[src/rtl/icache_pkg.sv]
// Shared types, widths and address-field helpers for the read-only instruction cache.
package icache_pkg;

    typedef enum logic [1:0] {
        IDLE     = 2'd0,
        ALLOCATE = 2'd1,
        REFILL   = 2'd2
    } state_e;

    localparam int WORD_W          = 32;
    localparam int BLOCK_W         = 128;
    localparam int WORDS_PER_BLOCK = 4;
    localparam int MEM_ADDR_W      = 28;
    localparam int ADDR_W          = 30;
    localparam int OFFSET_W        = 2;

    function automatic logic [OFFSET_W-1:0] get_offset(input logic [ADDR_W-1:0] addr);
        return addr[OFFSET_W-1:0];
    endfunction

    // Block address {tag,index}; index is its low INDEX_W bits, tag the rest.
    function automatic logic [MEM_ADDR_W-1:0] get_block(input logic [ADDR_W-1:0] addr);
        return addr[ADDR_W-1:OFFSET_W];
    endfunction

    function automatic logic [WORD_W-1:0] get_word(input logic [BLOCK_W-1:0] blk,
                                                   input logic [OFFSET_W-1:0] off);
        return blk[off*WORD_W +: WORD_W];
    endfunction

endpackage

[src/rtl/icache_way_array.sv]
// One cache way: per-set valid bit, tag and 4-word block; combinational read, synchronous block write.
module icache_way_array
    import icache_pkg::*;
#(
    parameter int INDEX_W = 2,
    parameter int TAG_W   = 26
) (
    input  logic               clk,
    input  logic               rst_n,
    input  logic [INDEX_W-1:0] rd_index_i,
    output logic               valid_o,
    output logic [TAG_W-1:0]   tag_o,
    output logic [BLOCK_W-1:0] data_o,
    input  logic               wr_en_i,
    input  logic [INDEX_W-1:0] wr_index_i,
    input  logic [TAG_W-1:0]   wr_tag_i,
    input  logic [BLOCK_W-1:0] wr_data_i
);
    localparam int SETS = 2**INDEX_W;

    logic [SETS-1:0]    valid_q;
    logic [TAG_W-1:0]   tag_mem  [SETS];
    logic [BLOCK_W-1:0] data_mem [SETS];

    always_ff @(posedge clk) begin
        if (!rst_n) begin
            valid_q <= '0;
        end else if (wr_en_i) begin
            valid_q[wr_index_i] <= 1'b1;
        end
    end

    // Tag/data contents are don't-care until the valid bit is set, so no reset here.
    always_ff @(posedge clk) begin
        if (wr_en_i) begin
            tag_mem[wr_index_i]  <= wr_tag_i;
            data_mem[wr_index_i] <= wr_data_i;
        end
    end

    assign valid_o = valid_q[rd_index_i];
    assign tag_o   = tag_mem[rd_index_i];
    assign data_o  = data_mem[rd_index_i];

endmodule

[src/rtl/icache_2way_ro.sv]
// Read-only 2-way set-associative instruction cache: zero-latency hits, whole-block refill into the LRU way.
module icache_2way_ro
    import icache_pkg::*;
#(
    parameter int INDEX_W = 2
) (
    input  logic                  clk,
    input  logic                  rst_n,
    input  logic                  proc_read,
    input  logic                  proc_write,
    input  logic [ADDR_W-1:0]     proc_addr,
    input  logic [WORD_W-1:0]     proc_wdata,
    output logic                  proc_stall,
    output logic [WORD_W-1:0]     proc_rdata,
    output logic                  mem_read,
    output logic                  mem_write,
    output logic [MEM_ADDR_W-1:0] mem_addr,
    output logic [BLOCK_W-1:0]    mem_wdata,
    input  logic [BLOCK_W-1:0]    mem_rdata,
    input  logic                  mem_ready
);
    localparam int TAG_W = ADDR_W - OFFSET_W - INDEX_W;
    localparam int SETS  = 2**INDEX_W;

    state_e                state_q, state_d;
    logic [MEM_ADDR_W-1:0] miss_addr_q;
    logic [SETS-1:0]       lru_q;

    logic [MEM_ADDR_W-1:0] req_block;
    logic [INDEX_W-1:0]    req_index, miss_index;
    logic [TAG_W-1:0]      req_tag, miss_tag;
    logic [1:0]            way_valid, way_hit, way_wr_en;
    logic [TAG_W-1:0]      way_tag  [2];
    logic [BLOCK_W-1:0]    way_data [2];
    logic                  req, hit, miss, hit_way, fill, victim;
    logic                  unused_write_port;

    assign req_block  = get_block(proc_addr);
    assign req_index  = req_block[INDEX_W-1:0];
    assign req_tag    = req_block[MEM_ADDR_W-1:INDEX_W];
    assign miss_index = miss_addr_q[INDEX_W-1:0];
    assign miss_tag   = miss_addr_q[MEM_ADDR_W-1:INDEX_W];

    // Lookups only count in IDLE; the reset gate keeps a held request from stalling during reset.
    assign req    = proc_read && rst_n && (state_q == IDLE);
    assign fill   = (state_q == ALLOCATE) && mem_ready;
    assign victim = lru_q[miss_index];

    generate
        for (genvar gi = 0; gi < 2; gi++) begin : g_way
            icache_way_array #(.INDEX_W(INDEX_W), .TAG_W(TAG_W)) u_way (
                .clk        (clk),
                .rst_n      (rst_n),
                .rd_index_i (req_index),
                .valid_o    (way_valid[gi]),
                .tag_o      (way_tag[gi]),
                .data_o     (way_data[gi]),
                .wr_en_i    (way_wr_en[gi]),
                .wr_index_i (miss_index),
                .wr_tag_i   (miss_tag),
                .wr_data_i  (mem_rdata)
            );
            assign way_hit[gi]   = way_valid[gi] && (way_tag[gi] == req_tag);
            assign way_wr_en[gi] = fill && (victim == 1'(gi));
        end
    endgenerate

    assign hit     = req && (|way_hit);
    assign miss    = req && !(|way_hit);
    assign hit_way = way_hit[1];

    always_ff @(posedge clk) begin
        if (!rst_n) begin
            lru_q       <= '0;
            miss_addr_q <= '0;
        end else begin
            if (fill) begin
                lru_q[miss_index] <= ~victim;
            end else if (hit) begin
                lru_q[req_index] <= ~hit_way;
            end
            if (miss) begin
                miss_addr_q <= req_block;
            end
        end
    end

    always_ff @(posedge clk) begin
        if (!rst_n) begin
            state_q <= IDLE;
        end else begin
            state_q <= state_d;
        end
    end

    always_comb begin
        state_d = state_q;
        case (state_q)
            IDLE:     if (miss) state_d = ALLOCATE;
            ALLOCATE: if (mem_ready) state_d = REFILL;
            REFILL:   state_d = IDLE;
            default:  state_d = IDLE;
        endcase
    end

    always_comb begin
        mem_read   = (state_q == ALLOCATE);
        proc_stall = (state_q != IDLE) || miss;
        proc_rdata = '0;
        if (hit) begin
            proc_rdata = get_word(hit_way ? way_data[1] : way_data[0], get_offset(proc_addr));
        end
    end

    assign mem_addr  = miss_addr_q;
    assign mem_write = 1'b0;
    assign mem_wdata = '0;

    assign unused_write_port = ^{proc_write, proc_wdata};

endmodule

[config.mk]
export PLATFORM = sky130hd
export DESIGN_NAME = icache_2way_ro
export DESIGN_NICKNAME = d
export VERILOG_FILES = /design/src/rtl/icache_pkg.sv /design/src/rtl/icache_way_array.sv /design/src/rtl/icache_2way_ro.sv
export SDC_FILE = /design/constraint.sdc
export NUM_CORES = 1
export LEC_CHECK = 0
export ABC_CLOCK_PERIOD_IN_PS = 7630
export BUFFER_PORTS_ARGS = -buffer_cell sky130_fd_sc_hd__clkbuf_2
export CAP_MARGIN = 15
export CORE_MARGIN = 5
export CORE_UTILIZATION = 45
export CTS_CLUSTER_SIZE = 40
export DETAILED_ROUTE_END_ITERATION = 7
export RECOVER_POWER = 25
export SETUP_SLACK_MARGIN = 0.02
export SYNTH_ARGS = -nofsm -noshare
export SYNTH_HDL_FRONTEND = slang
export SYNTH_SLANG_ARGS = --single-unit
[constraint.sdc]
create_clock -name clk -period 7.63 [get_ports clk]
set_input_delay 0.763 -clock clk [delete_from_list [all_inputs] [get_ports clk]]
set_output_delay 0.763 -clock clk [all_outputs]
set_load 0.05 [all_outputs]
==> flow_summary.yaml <==
floorplan:
  fp.dieH_um: 345
  num_io_pins: 386
  die_w_um: 345
  initial_core_util_pct: 45.5
  rows: 122
  core_area_mm2: 0.111
  dieArea_mm2: 0.119
sta:
  period_needed_ns: 6.41
  slew_violations: 0
  relSlewSlack_pct: 27.7
  finClkSkew_ns: 0.0354
  hold_viol: 0
  fin_ws_ns: 1.22
  worst_pin_slew_ns: 1.08
  setup_viol: 0
  rsz0062_at_grt: "false"
  timing.final.crit_share_pct: 84.0
  fmax_ghz: 0.156
grt:
  grt.overflow.total: 0
  track_usage_pct: 18.8
  antenna_found_initial: 32
  grt_max_degree: 123
  grt_pass1_wl_mm: 163
  grt_pass1_vias: 24500
min_path:
  hold_path_depth: 2
  holdCritStartpoint: "mem_ready"
  hold_class: "primary input to register"
synthesis:
  async_flop_share_pct: 0
  yosysWarnings: 0
  synth_seq_cells: 1274
  synth.avg_cell_area_um2: 21.4
  ys_seq_area_share_pct: 75.0
  syn_area_mm2: 0.0505
  synth-main-ff-cell: "edfxtp_1"
  synth.distinct_cells: 57
  syn_inst: 2356
  synth_edf_count: 1232
setup_path:
  critPathTopFamily: "buffers and inverters"
  crit_path_cell_trace: "buf_8, buf_4, buf_4, buf_4, mux4_2, mux2i_1, mux2i_1, nor2_1, a2111oi_2, clkbuf_2"
  crit_slowest_cell: "buf_4"
  crit_buf_inv: 5
  worstSetupPathType: "primary input to output port"
  worstPathArrival_ns: 5.64
  endpoint_kind: "output port"
  worst_path_most_repeated_cell: "buf_4"
  start_kind: "primary input"
  critPathLaunch: "proc_addr[2]"
  r2r_cells: 10
  crit_fanout: 54
  worst-path-stages: 10
  worstPathRequired_ns: 6.87
  cpPeakStageDelay_ns: 0.92
  reg2reg_from: "g_way[1].u_way.tag_mem[2][22]$_DFFE_PP_"
power:
  irDropWorstVdd_uv: 222
  leakage_nw: 18.8
  power_density_mw_per_mm2: 260
routing:
  dr.pass1.iters: 7
  drt-total-wl_mm: 112
  post_drt_wl_per_cell_um: 26.4
  viasPerCell: 5.51
  drc: 0
  ant_nets: 0
  vias: 23400
  drt-initial-drc-count: 1778
outcome:
  outcome: "finished clean"
clock_tree:
  cts_resized: 0
  clock_sinks: 1274
  cts_root_buf: "clkbuf_16"
  cts_max_level: 4
  post-cts-setup-buffers: 0
  ctsHoldBuffers: 0
  cts_tree: "done"
  clockBufferDepth: 3
  insertion_delay_ns: 0.73
  cts_made_buffers: 136
  clkTransAtPathRegs_ns: 0.06
finish:
  drive_gt1_share_pct: 25.5
  most-common-layout-cells: "edfxtp_1, mux4_2, mux2i_1"
  final_common_cell: "edfxtp_1"
  final_area_mm2: 0.0571
  syn_to_final_growth_pct: 13.2
  final_nets: 2828
place:
  place.gp.congestion: 0.772
  place_ws_ns: 1.03
  hpwl_mm: 61.1
  io_buffers: 223
  postPlaceCellArea_mm2: 0.0529
flow_run:
  drv_cap: 0
==> report_power, final <==
group          total (mW)  internal, mW  switching [mW]  leakage [nW]
combinational       0.765         0.251           0.515          5.08
clock                6.33          3.69            2.64          2.12
sequential           7.73          7.71          0.0252          11.6
total                14.8          11.6            3.18          18.8
==> per-stage QoR <==
step / hold WS (ns) / total power, mW / std cells / setup TNS [ns] / util (%)
2_1_floorplan: 0.433 / 8.47 / 2484 / -389.69 / -
3_3_place_gp: 0.440 / 8.63 / 3982 / 0 / 47.6
3_5_place_dp: 0.446 / 8.66 / 3983 / 0 / 47.6
4_1_cts: 0.233 / 15.0 / 4232 / 0 / 51.5
5_1_grt: 0.274 / 15.4 / 4233 / 0 / 51.4
6_report: 0.301 / 14.8 / 4248 / 0 / 51.5
==> logic make-up (layout without fill, tap and decap cells) <==
family	count (synthesis)	after routing	synth area share, %
DFF	1274	1274	75.0
muxes	487	487	16.9
buffers and inverters	261	521	3.25
and+or+nand+nor	164	164	1.74
AOI/OAI and AO/OA	124	124	2.34
xor gates and xnor gates	45	45	0.781
other	1	145	0.00743
==> final cells by class <==
class / count / area (µm²)
clock inverters: 80 / 761
multi-input cells: 949 / 11600
inverters: 10 / 37.5
well taps: 1488 / 1860
repair buffers: 262 / 1470
flip-flops and latches: 1274 / 37800
diodes: 16 / 40.0
clock buffers: 169 / 3570
fillers: 8781 / 53800
==> per-layer routing <==
layer	wire, µm	up-vias	GRT usage (%)	part of all wire [%]
met5	133	-	0	0.12
met4	2460	20	5.17	2.2
li1	-	10100	-	-
met3	8360	185	4.95	7.5
met1	46800	12400	25.9	42
met2	54200	682	30.2	48
==> state kept, by name, indices dropped and copies added, names as in the netlist <==
signal and flops:
g_way.u_way.data_mem 1024, g_way.u_way.tag_mem 208, mem_addr 28, g_way.u_way.valid_q 8, lru_q 4, state_q 2
==> cells in the mapped netlist (all sizes together) (3+ instances only) <==
library cell,n,area [µm²]
xnor2,38,333
and3,7,43.8
a31oi,4,25.0
mux4,291,6550
mux2i,191,1910
nor2b,34,213
a2111oi,36,523
nand3,8,40.0
o22ai,7,43.8
edfxtp,1232,37000
nor2,50,188
dfxtp,42,841
o221ai,3,26.3
mux2,5,56.3
nand4,6,37.5
and2,33,206
o21ai,4,20.0
inv,9,33.8
a21oi,5,25.0
xor2,7,61.3
o21a,8,60.1
a31o,4,35.0
nand2,11,41.3
or3,3,18.8
a211o,3,26.3
buf,211,1450
a211oi,33,248
clkbuf,40,150
nor3,4,20.0
==> path summary, 6_finish.rpt <==
kind | end | slack [ns]
hold reg to reg | g_way[1].u_way.valid_q[0]$_SDFFE_PN0P_ | 0.46
setup / recovery | proc_rdata[11] | 1.22
setup reg to reg | mem_addr[13]$_SDFFE_PN0P_ | 3.92
hold / removal | state_q[1]$_SDFFE_PN0P_ | 0.30
==> worst reg2reg max path, delay by kind of cell (launching register included) <==
| kind | cells | cell delay [ns] |
|---|---|---|
| compound gates | 1 | 0.57 |
| xor+xnor | 1 | 0.47 |
| buf+inv | 2 | 0.80 |
| flops | 1 | 0.36 |
| simple gates | 4 | 0.66 |
| mux | 2 | 0.75 |
(Power assumes the default switching activity.)
